`config.mk`:
```
export PLATFORM = sky130hd
export DESIGN_NAME = sram_seq
export DESIGN_NICKNAME = d
export VERILOG_FILES = /design/src/rtl/sram_seq_pkg.sv /design/src/rtl/rr_arb2.sv /design/src/rtl/sram_seq.sv
export SDC_FILE = /design/constraint.sdc
export NUM_CORES = 1
export LEC_CHECK = 0
export ABC_AREA = 1
export BUFFER_PORTS_ARGS = -buffer_cell sky130_fd_sc_hd__buf_2
export CORE_MARGIN = 2
export CORE_UTILIZATION = 43
export DETAILED_ROUTE_END_ITERATION = 6
export PLACE_DENSITY = 0.76
export RECOVER_POWER = 50
export SYNTH_ARGS = -nofsm -noshare
export SYNTH_HDL_FRONTEND = slang
export SYNTH_HIERARCHICAL = 1
export SYNTH_SLANG_ARGS = --single-unit
```
`constraint.sdc`:
```
create_clock -name clk -period 2.45 [get_ports clk]
set_clock_uncertainty 0.1 [all_clocks]
set_input_delay 0.1225 -clock clk [delete_from_list [all_inputs] [get_ports clk]]
set_output_delay 0.1225 -clock clk [all_outputs]
set_load 0.05 [all_outputs]
```
`src/rtl/sram_seq_pkg.sv`:
```
// Shared types and helpers for the compute-SRAM sequencer: op encoding,
// sequencer states and binary-to-one-hot row decode.
package sram_seq_pkg;

  typedef enum logic [1:0] {
    OP_AND   = 2'b00,
    OP_NOR   = 2'b01,
    OP_LOAD  = 2'b10,
    OP_STORE = 2'b11
  } op_e;

  typedef enum logic [2:0] {
    IDLE  = 3'd0,
    PRE   = 3'd1,
    EVAL  = 3'd2,
    CAPT  = 3'd3,
    WRITE = 3'd4,
    DONE  = 3'd5
  } state_e;

  localparam int ROWS = 16;

  function automatic logic [ROWS-1:0] row_onehot(input logic [3:0] idx);
    row_onehot = {{(ROWS-1){1'b0}}, 1'b1} << idx;
  endfunction

endpackage

```
`src/rtl/rr_arb2.sv`:
```
// Two-request round-robin arbiter. Bit 0 is the core port, bit 1 the debug
// port; the last-grant pointer starts on debug so core wins the first tie.
module rr_arb2 (
  input  logic       clk,
  input  logic       RST,
  input  logic [1:0] req,
  input  logic       advance,
  output logic [1:0] grant
);

  logic last_reg;  // 1 = debug was granted last

  always_comb begin
    grant = req;
    if (req == 2'b11)
      grant = last_reg ? 2'b01 : 2'b10;
  end

  always_ff @(posedge clk) begin
    if (RST)
      last_reg <= 1'b1;
    else if (advance && (grant != 2'b00))
      last_reg <= grant[1];
  end

endmodule

```
`src/rtl/sram_seq.sv`:
```
// Multi-cycle sequencer for the 16-row compute SRAM: arbitrates core/debug
// requests and expands each into precharge -> evaluate/write -> capture.
module sram_seq
  import sram_seq_pkg::*;
#(
  parameter int EVAL_CYC = 1,
  parameter int WR_CYC   = 1
) (
  input  logic        clk,
  input  logic        RST,
  input  logic        core_req,
  input  logic [1:0]  core_op,
  input  logic [15:0] core_src,
  input  logic [15:0] core_dst,
  input  logic [15:0] core_wdata,
  input  logic        dbg_req,
  input  logic [1:0]  dbg_op,
  input  logic [3:0]  dbg_row_a,
  input  logic [3:0]  dbg_row_b,
  input  logic [15:0] dbg_wdata,
  input  logic [15:0] sram_data_out,
  output logic        core_stall,
  output logic        core_done,
  output logic        dbg_done,
  output logic [15:0] rdata,
  output logic        precharge,
  output logic [15:0] RWL,
  output logic [15:0] WWL,
  output logic        SRAM_write_en,
  output logic        control,
  output logic [15:0] sram_wdata
);

  // Counters run from N-1 down to 0, giving exactly N cycles in the phase.
  localparam logic [3:0] EVAL_LOAD = 4'(EVAL_CYC - 1);
  localparam logic [3:0] WR_LOAD   = 4'(WR_CYC - 1);

  state_e      state_reg, state_next;
  logic [3:0]  cnt_reg, cnt_next;
  op_e         op_reg;
  logic [15:0] src_reg, dst_reg, wdata_reg, rdata_reg;
  logic        port_reg;  // 1 = debug owns the current op

  logic [1:0]  grant;
  logic        accept;
  logic [15:0] dbg_src, dbg_dst;

  rr_arb2 u_arb (
    .clk     (clk),
    .RST     (RST),
    .req     ({dbg_req, core_req}),
    .advance (state_reg == IDLE),
    .grant   (grant)
  );

  assign accept  = (state_reg == IDLE) && (grant != 2'b00);
  assign dbg_src = row_onehot(dbg_row_a);
  assign dbg_dst = (op_e'(dbg_op) == OP_STORE) ? row_onehot(dbg_row_a)
                                               : row_onehot(dbg_row_b);

  always_ff @(posedge clk) begin
    if (RST) begin
      state_reg <= IDLE;
      cnt_reg   <= 4'd0;
      op_reg    <= OP_AND;
      src_reg   <= 16'd0;
      dst_reg   <= 16'd0;
      wdata_reg <= 16'd0;
      port_reg  <= 1'b0;
      rdata_reg <= 16'd0;
    end else begin
      state_reg <= state_next;
      cnt_reg   <= cnt_next;
      if (accept) begin
        port_reg <= grant[1];
        if (grant[1]) begin
          op_reg    <= op_e'(dbg_op);
          src_reg   <= dbg_src;
          dst_reg   <= dbg_dst;
          wdata_reg <= dbg_wdata;
        end else begin
          op_reg    <= op_e'(core_op);
          src_reg   <= core_src;
          dst_reg   <= core_dst;
          wdata_reg <= core_wdata;
        end
      end
      if (state_reg == CAPT)
        rdata_reg <= sram_data_out;
    end
  end

  always_comb begin
    state_next = state_reg;
    cnt_next   = cnt_reg;
    case (state_reg)
      IDLE: if (accept) state_next = PRE;
      PRE: begin
        if (op_reg == OP_STORE) begin
          state_next = WRITE;
          cnt_next   = WR_LOAD;
        end else begin
          state_next = EVAL;
          cnt_next   = EVAL_LOAD;
        end
      end
      EVAL: begin
        if (cnt_reg == 4'd0) state_next = CAPT;
        else                 cnt_next   = cnt_reg - 4'd1;
      end
      CAPT: state_next = DONE;
      WRITE: begin
        if (cnt_reg == 4'd0) state_next = DONE;
        else                 cnt_next   = cnt_reg - 4'd1;
      end
      DONE:    state_next = IDLE;
      default: state_next = IDLE;
    endcase
  end

  // Word lines and precharge decode purely from state, so they cannot overlap.
  always_comb begin
    precharge     = 1'b0;
    RWL           = 16'd0;
    WWL           = 16'd0;
    SRAM_write_en = 1'b0;
    control       = 1'b0;
    sram_wdata    = 16'd0;
    core_done     = 1'b0;
    dbg_done      = 1'b0;
    case (state_reg)
      PRE: precharge = 1'b1;
      EVAL, CAPT: begin
        RWL     = (op_reg == OP_LOAD) ? src_reg : (src_reg | dst_reg);
        control = (op_reg == OP_NOR);
      end
      WRITE: begin
        WWL           = dst_reg;
        SRAM_write_en = 1'b1;
        sram_wdata    = wdata_reg;
      end
      DONE: begin
        core_done = ~port_reg;
        dbg_done  = port_reg;
      end
      default: ;
    endcase
  end

  assign core_stall = core_req & ~core_done;
  assign rdata      = rdata_reg;

endmodule

```
==> results.ini <==
[synth]
netlist_area_um2=4200
synth-edff-count=0
synth_area_leaders=dfxtp_1, nand2_1, nor2_1, a21oi_1, o21ai_0
syn_inst=672
yosysMostFrequentCell=nand2_1
synth_top_area_cell=dfxtp_1
ys.flop_type=dfxtp_1
ys_types=32
synth_common_cells=nand2_1, nor2_1, a21oi_1
synth-seq-cells=75
yosysSeqAreaShare_pct=35.7
synth-async-reset-ratio_pct=0
syn_nets=769
yosys_warnings=6
syn_avg_cell_area_um2=6.25
yosysTopAreaCellShare_pct=35.7

[setup_path]
worst_ep_required_time_ps=2620
end_kind=flip-flop
crit_arrival_ps=2290
max_stage_delay_ps=550
cp_slowest_cell=dlygate4sd3_1
cp_max_fo=49
crit_path_start_kind=primary input
path_class=primary input to flip-flop
path_cells=dlygate4sd3_1, clkbuf_1, and2_2, inv_1, nand2_1, nand2_2, buf_12, o21ai_0, a21oi_1

[global_route]
grt_max_degree=64
grt_pass1_vias=4350
grt_first_pass_wirelength_um=19600
overflow=0
antenna_found_initial=1
grt_use_total_pct=23.2

[routing]
dr.pass1.iters=5
wl_um=12300
drc_errors=0
drtIter0Drc=190
viasPerCell=4.86
vias=4788
ant_nets=0
wl_per_cell_um=12.5

[sta]
fin_crit_sh_pct=86.6
fin_crit_ps=2120
finalHoldViolations=0
slew_headroom_pct=53.1
setup_ws_ps=329
fin_setup_tns_ps=0
drv_slew=0
setup_viol=0
max_freq_mhz=471
worst_pin_slew_ps=701
grt_setup_unrepaired=no

[power]
power_leakage_nw=2.67
ir_drop_uv=468
pwr_density_cell_nw_per_um2=994

[die]
die_w_um=103
initial_core_util_pct=43.6
dieArea_um2=10600
design.core.area_um2=9640
pin_count=166
die_y_um=103
rows=36

[final_layout]
seq_area_um2=1500
drive_above_1_share_pct=23.0
fin_nets=945
multi_input_area_um2=2220
syn2layout_area_growth_pct=32.2
fillers=1013
stdcell_area_um2=5550

[worst_hold_path]
hold_path_class=primary input to flip-flop

[placement]
gp_congestion=0.954
place_area_um2=5040
io_buffer_count=165
dpl.hpwl_um=8510
pre_cts_ws_ps=585

[clocking]
cts_setup_buffers=0
insertion_delay_ps=330
cts_tree=built
cts.sinks=75
cts-root-buf=clkbuf_8
ctsResizeCount=0
clkSlewWorstSetupHoldPaths_ps=70
hold_buffers=33
numCtsBuffers=9
htree_levels=3
cts.path.max_buffers=2

[status]
status=completed

[flow_run]
maxCapViolCount=0

[cells in the final DEF, fill, tap and decap left out, drive strengths merged]
master / synthesis / layout
clkbuf: 15 / 32
or2: 16 / 16
a31oi: 1 / 1
clkinvlp: 0 / 1
bufinv: 0 / 2
ha: 1 / 1
o211ai: 4 / 4
xnor2: 1 / 1
and2: 1 / 1
clkinv: 0 / 2
nor3: 3 / 3
nand3: 34 / 34
dlygate4sd3: 0 / 33
diode: 0 / 1
nor2: 120 / 120
dfxtp: 75 / 75
nand2: 159 / 159
nand4: 4 / 4
inv: 67 / 67
a21oi: 84 / 84
buf: 25 / 150
a21boi: 1 / 1
o21ai: 61 / 61
[power breakdown]
group / switching, mW / internal (mW) / total, mW
Sequential: 0.231 / 1.65 / 1.88
Clock: 0.446 / 0.592 / 1.04
Combinational: 1.81 / 0.789 / 2.60
[per-layer routing]
| metal | GRT usage (%) | wire length, um | vias up |
|---|---|---|---|
| met3 | 2.78 | 649 | 26 |
| met1 | 29.3 | 5490 | 2125 |
| li1 | - | - | 2484 |
| met2 | 40.2 | 5860 | 153 |
| met4 | 9.01 | 283 | 0 |
| met5 | 0 | 0 | - |
[worst paths after layout]
check,start,end,slack [ps],cells after the start
worst min-delay path,core_dst[5],dst_reg[5]$_SDFFE_PP0P_,20,4
worst max-delay path,dbg_req,wdata_reg[6]$_SDFFE_PP0P_,330,9
worst min register to register,wdata_reg[7]$_SDFFE_PP0P_,wdata_reg[7]$_SDFFE_PP0P_,360,2
worst max register to register,state_reg[0]$_SDFFE_PP0P_,cnt_reg[3]$_SDFFE_PP0P_,400,7
[metrics by stage]
| stage | power (mW) | utilization [%] | hold WS (ps) | std cells |
|---|---|---|---|---|
| detailed placement | 4.49 | 52.3 | 286 | 937 |
| global route | 5.99 | 57.6 | 16.3 | 986 |
| floorplan | 4.01 | - | 91.9 | 672 |
| finish | 5.52 | 57.6 | 19.7 | 986 |
| CTS | 5.58 | 57.9 | 8.40 | 985 |
| global placement | 4.45 | 52.3 | 275 | 937 |
[cell families (layout without fill, tap and decap cells)]
group	Yosys count	in the layout	share of synthesized area (%)
fa+ha+maj	1	1	0.298
compound gates	151	151	19.4
flops	75	75	35.7
xor+xnor	1	1	0.208
other cells	0	1	0
buf+inv	107	287	11.3
simple gates	337	337	33.1
[critical path, delay by kind of cell]
family	cells	cell delay, ps
buf+inv	4	1340
compound gates	2	250
simple gates	3	550
[layout make-up]
cell class	instances	area share [%]
tap	133	3.00
clock inverter	5	1.40
timing repair buffer	205	21.5
clock buffer	10	2.48
inverter	67	4.53
antenna	1	0.0451
sequential	75	27.0
multi-input combinational	490	40.0
Note: power is estimated with default switching activity, not from simulation.
